**src/rtl/de_serial_hs.sv**
```systemverilog
// Width gearbox: packs IN-bit words into OUT-bit words, LSB first, with valid/ready on both sides.
// An input word flagged last flushes the residue zero-padded and tags the final output word.
module de_serial_hs #(
  parameter int unsigned IN  = 12,
  parameter int unsigned OUT = 8,
  localparam int unsigned BUF   = IN + OUT,
  localparam int unsigned LVL_W = $clog2(IN + OUT + 1)
) (
  input  logic             clk,
  input  logic             rst,
  input  logic [IN-1:0]    in_data,
  input  logic             in_valid,
  input  logic             in_last,
  output logic             in_ready,
  output logic [OUT-1:0]   out_data,
  output logic             out_valid,
  output logic             out_last,
  input  logic             out_ready,
  output logic [LVL_W-1:0] level
);

  localparam logic [LVL_W-1:0] OUT_L = LVL_W'(OUT);
  localparam logic [LVL_W-1:0] IN_L  = LVL_W'(IN);
  localparam logic [LVL_W-1:0] BUF_L = LVL_W'(BUF);

  logic [BUF-1:0]   acc_q, acc_d, shifted;
  logic [LVL_W-1:0] lvl_q, lvl_d, lvl_sh;
  logic             pend_q, pend_d;
  logic             pop, push;

  // Accepting only while level <= OUT keeps level + IN within BUF.
  assign in_ready  = !pend_q && (lvl_q <= OUT_L);
  assign out_valid = (lvl_q >= OUT_L) || (pend_q && (lvl_q != '0));
  assign out_last  = pend_q && (lvl_q <= OUT_L);
  assign out_data  = acc_q[OUT-1:0];
  assign level     = lvl_q;

  assign pop  = out_valid && out_ready;
  assign push = in_valid && in_ready;

  // Pop shifts first; a same-cycle push appends behind the surviving bits.
  always_comb begin
    shifted = acc_q;
    lvl_sh  = lvl_q;
    pend_d  = pend_q;
    if (pop) begin
      shifted = acc_q >> OUT;
      lvl_sh  = (lvl_q >= OUT_L) ? (lvl_q - OUT_L) : '0;
      if (out_last) pend_d = 1'b0;
    end
    acc_d = shifted;
    lvl_d = lvl_sh;
    if (push) begin
      acc_d = shifted | (BUF'(in_data) << lvl_sh);
      lvl_d = lvl_sh + IN_L;
      if (in_last) pend_d = 1'b1;
    end
  end

  always_ff @(posedge clk) begin
    if (rst) begin
      acc_q  <= '0;
      lvl_q  <= '0;
      pend_q <= 1'b0;
    end else begin
      acc_q  <= acc_d;
      lvl_q  <= lvl_d;
      pend_q <= pend_d;
    end
  end

  a_level_range: assert property (@(posedge clk) disable iff (rst) lvl_q <= BUF_L);
  a_upper_zero:  assert property (@(posedge clk) disable iff (rst) (acc_q >> lvl_q) == '0);
  a_out_hold:    assert property (@(posedge clk) disable iff (rst)
                   (out_valid && !out_ready) |=> ($stable(out_data) && $stable(out_last)));

endmodule

```
**config.mk**
```make
export PLATFORM = sky130hd
export DESIGN_NAME = de_serial_hs
export DESIGN_NICKNAME = d
export VERILOG_FILES = /design/src/rtl/de_serial_hs.sv
export SDC_FILE = /design/constraint.sdc
export NUM_CORES = 1
export LEC_CHECK = 0
export ABC_CLOCK_PERIOD_IN_PS = 3520
export BUFFER_PORTS_ARGS = -buffer_cell sky130_fd_sc_hd__buf_4
export CAP_MARGIN = 20
export CORE_AREA = 2 2 64 66
export CTS_BUF_LIST = sky130_fd_sc_hd__clkbuf_16
export CTS_CLUSTER_SIZE = 25
export DETAILED_ROUTE_END_ITERATION = 12
export DIE_AREA = 0 0 66 68
export PLACE_DENSITY = 0.78
export RECOVER_POWER = 50
export SETUP_SLACK_MARGIN = 0.05
export SLEW_MARGIN = 30
export SYNTH_ARGS = -nofsm -noshare
export SYNTH_HDL_FRONTEND = slang
export SYNTH_SLANG_ARGS = --single-unit
```
**constraint.sdc**
```tcl
create_clock -name clk -period 3.52 [get_ports clk]
set_clock_uncertainty 0.15 [all_clocks]
set_input_delay 0.176 -clock clk [delete_from_list [all_inputs] [get_ports clk]]
set_output_delay 0.176 -clock clk [all_outputs]
set_load 0.02 [all_outputs]
```
# [Yosys cells after proc, flatten, opt, wreduce, memory -nomap -nowiden]
# Index checks and enable logic that the tools add are counted.
[classes] shifts=1 n_lt_le_gt_ge=2 n_mux=9 n_bitwise=1 add_sub_neg=2 reduce_logical=8
[op_table] cell="$mux 20" count=2
[op_table] cell="$or 20x20->20" count=1
[op_table] cell="$shl 12x5->20" count=1
[op_table] cell="$mux 5" count=3
[op_table] cell="$add 5x4->5 const B" count=1
[op_table] cell="$ge 5x4->1 const B" count=1
[op_table] cell="$le 5x4->1 const B" count=1
[op_table] cell="$logic_and 1x1->1" count=5
[op_table] cell="$reduce_bool 5->1" count=1
[op_table] cell="$sub 5x4->5 const B" count=1
[op_table] cell="$mux 1" count=4
[op_table] cell="$logic_not 1->1" count=1
[op_table] cell="$logic_or 1x1->1" count=1
[word_totals] out_inout_bits=16 ff_bits=26 in_bits=17 wordCells=26

# [Logic depth before layout (Yosys ltp)]
[logic_depth] ltp_word=8 mapped_depth=12 mapped_depth_nobuf=9

# [Worst setup path after synthesis]
# OpenSTA, ideal clock, no wires.
[synth_timing] kind="reg-to-reg" from="reg lvl_q[3] (netlist: level[3])" to="reg acc_q[18]" path_slack_ns=0.805 n_path_buf=4 synth_period_minus_slack_ns=2.715 required_ns=3.248 path_stages_with_launch=12 arrival_ns=2.443 setup_time_ns=0.122 cell_sequence="dfxtp_1 -> clkbuf_1 -> inv_1 -> ha_1 -> buf_2 -> nand3_1 -> clkbuf_1 -> buf_2 -> a21oi_1 -> o21ai_0 -> a22oi_1 -> a221o_1"
[synth_between] elab_chain_len=8 elab_cells_between_ends=15 cone_classes="1 x add/sub; 2 x order compare; 1 x shift; 4 x mux; 1 x bitwise; 6 x reduce/logical"
[synth_rtl] item="start: declaration" line_no="27" source="logic [LVL_W-1:0] lvl_q, lvl_d, lvl_sh;"
[synth_rtl] item="start signal: assignment" line_no="67" source="lvl_q <= lvl_d;"
[synth_rtl] item="parallel branches: the longest is 7 deep, another holds $sub 5x4->5"
[synth_rtl] item="$mux 20 *" line_no="53" source="if (push) begin"
[synth_rtl] item="end signal: assignment" line_no="62" source="acc_q <= '0;"
[synth_rtl] item="end signal: assignment" line_no="66" source="acc_q <= acc_d;"
[synth_rtl] item="end: declaration" line_no="26" source="logic [BUF-1:0] acc_q, acc_d, shifted;"
# Mark *: on every way between the ends.
# A chain may end at the register's enable or synchronous reset.

# [Final worst setup path]
[layout_timing] from="reg lvl_q[3] (netlist: level[3])" to="reg acc_q[13]"
# The elaborated chain is that of the path after synthesis.

==> impl_metrics.tcl <==
set metrics [dict create \
    outcome "completed" \
    synth-edff-count 0 \
    cts.clk_slew.worst_paths_ns 0.06 \
    grt_max_degree 29 \
    worstPathArrival_ns 3.01 \
    cts_sinks 26 \
    postCtsSetupRepairBufs 0 \
    synth_cells 278 \
    cts_buffer_depth 2 \
    cts_hold_buffers 0 \
    grt_pass1_vias 1929 \
    layout_commonest_cell "nand2_1" \
    yosysWarnings 0 \
    required_ns 3.56 \
    syn_area_per_cell_um2 7.48 \
    cts_resized 0 \
    cts_buffers 3 \
    worst_hold_path.endpoint "acc_q[10]" \
    start_util 0.539 \
    io_buffers 32 \
    p_per_area_mw_per_mm2 781 \
    post_drt_wl_per_cell_um 16.0 \
    drt_first_iter_violations 219 \
    ff2ff_setup_slack_ns 0.54 \
    setup_viol 0 \
    area_growth_syn_to_layout_pct 8.90 \
    place_hpwl_um 4000 \
    rsz0062_at_grt "no" \
    final.setup.worst_slack_ns 0.543 \
    hp-class "primary input to register" \
    die_h_um 68 \
    synthArstFlopShare 0 \
    vias_per_cell 6.15 \
    cp-start-kind "register" \
    die_x_um 66 \
    cap_violations 0 \
    fin_crit_sh 0.846 \
    p_switching_uw 848 \
    finalMaxSlewViolations 0 \
    r2r_cells 8 \
    root_buffer "clkbuf_16" \
    place_ws_ns 0.587 \
    clock_latency_ns 0.26 \
    synth-seq-area-share 0.250 \
    r2r-start "level[3]" \
    nets 309 \
    syn_nets 297 \
    crit_type "register to register" \
    antenna_found_initial 0 \
    synth_top_cell_area_share 0.250 \
    via_count 2080 \
    p_sw_frac 0.479 \
    netlist_area_mm2 0.00208 \
    worstMarginPinSlew_ns 1.15 \
    ios 33 \
    gp_congestion 0.995 \
    cell_internal_pwr_uw 921 \
    synth_top_cell_by_area "dfxtp_1" \
    crit_fanout 11 \
    r2r_end "acc_q[13]" \
    die_area_mm2 0.00449 \
    max_slew_margin 0.236 \
    overflow 0 \
    hold_start "rst" \
    hold_violations 0 \
    synth_ff_type "dfxtp_1" \
    p_clk_frac 0.141 \
    leakage_nw 0.822 \
    layout_common_cells "34 x nand2_1, 26 x nor2_1, 26 x dfxtp_1, 21 x buf_4, 18 x a21oi_1" \
    first_pass_iters 4 \
    antenna_left 0 \
    drive_above_1_share 0.132 \
    remaining_drc_errors 0 \
    p_seq_frac 0.278 \
    grt_pass1_wl_um 9000 \
    core_mm2 0.00386 \
    diodes 0 \
    total_power_mw 1.77 \
    num_rows 23 \
    min_path_cells 2 \
    fillers 388 \
    clock.fmax_ghz 0.336 \
    h-tree-depth 1 \
    synth_cell_types 62 \
    grt_usage 0.255 \
    yosys_register_bits 26 \
    vdd_drop_max_uv 501 \
    wl_um 5400 \
    cts_tree "yes" \
    end_kind "register" \
    synth.area.top_cells "dfxtp_1 25%, mux2i_1 6.3%, nand2_1 6.1%, nor2_1 4.7%, a21oi_1 4.3%" \
    min_period_ns 2.98 \
    setup_total_negative_slack_ns 0 \
    combPwrFrac 0.581 \
]
## synthesized netlist by cell type (5+ instances only)
cell type,count
nor3_1,7
buf_2,10
a22oi_1,6
dfxtp_1,26
clkbuf_1,6
o21ai_0,16
inv_1,11
nor2b_1,6
mux2i_1,13
nor2_1,26
a211oi_1,5
a31oi_1,7
a21oi_1,18
nand2_1,34
nand2b_1,6
nand3b_1,5
buf_4,8
## per-stage QoR
step	instance area [um2]	cells	hold slack, ns	util
6_report	2260	338	0.126	0.587
5_1_grt	2260	338	0.155	0.587
4_1_cts	2330	338	0.125	0.604
3_5_place_dp	2250	335	0.294	0.584
3_3_place_gp	2250	335	0.289	0.584
2_1_floorplan	2080	278	0.266	-
## flip-flops by register name, summed over array words and instances (netlist names)
register and count:
acc_q 20, level 5, pend_q 1
## how the worst max path moves through the flow
stage          slack [ns]   endpoint  cells past startpoint     start
2_1_floorplan        0.81  acc_q[18]                     11  level[3]
3_3_place_gp         0.61  acc_q[13]                      8  level[3]
3_5_place_dp         0.59  acc_q[13]                      8  level[3]
4_1_cts              0.59  acc_q[13]                      8  level[3]
5_1_grt              0.23  acc_q[13]                      8  level[3]
6_report             0.54  acc_q[13]                      8  level[3]
## final cells by class
| class | count | area [um2] | share of cell area |
|---|---|---|---|
| Multi-Input combinational cell | 212 | 1350 | 0.597 |
| Sequential cell | 26 | 520 | 0.230 |
| Inverter | 11 | 41.3 | 0.0182 |
| Timing Repair Buffer | 36 | 214 | 0.0945 |
| Tap cell | 50 | 62.6 | 0.0276 |
| Clock buffer | 3 | 75.1 | 0.0331 |
## per-layer routing
| layer | share of wire | up-vias | GRT usage |
|---|---|---|---|
| met5 | 0 | - | 0 |
| met4 | 0.020 | 0 | 0.0867 |
| met3 | 0.061 | 13 | 0.0493 |
| met2 | 0.46 | 67 | 0.399 |
| met1 | 0.46 | 971 | 0.353 |
| li1 | - | 1029 | - |
## critical path, stage by stage (launching register included)
cell     delay, ns
dfxtp_1       0.51
inv_1         0.13
ha_1          0.33
and3_1        0.35
nor2_2        0.41
inv_1         0.26
o32ai_1       0.46
mux2i_1       0.13
o21ai_0       0.16
## power groups by stage
| stage | combinational, mW | sequential [mW] | clock [mW] |
|---|---|---|---|
| floorplan | 0.855 | 0.466 | 0 |
| global placement | 1.07 | 0.494 | 0 |
| detailed placement | 1.07 | 0.499 | 0 |
| CTS | 1.08 | 0.492 | 0.249 |
| global route | 1.14 | 0.508 | 0.256 |
| finish | 1.03 | 0.492 | 0.249 |
## logic make-up (layout without fill, tap and decap cells)
| logic type | Yosys count | after routing | share of synthesized area |
|---|---|---|---|
| adder cells (fa/ha/maj) | 2 | 2 | 0.0120 |
| flip-flops | 26 | 26 | 0.250 |
| AO/OA/AOI/OAI | 91 | 91 | 0.308 |
| XOR/XNOR | 2 | 2 | 0.00843 |
| buffers and inverters | 40 | 50 | 0.0969 |
| AND/OR/NAND/NOR | 102 | 102 | 0.251 |
| multiplexers | 15 | 15 | 0.0734 |
No activity file was read; power rests on OpenSTA's default activity.
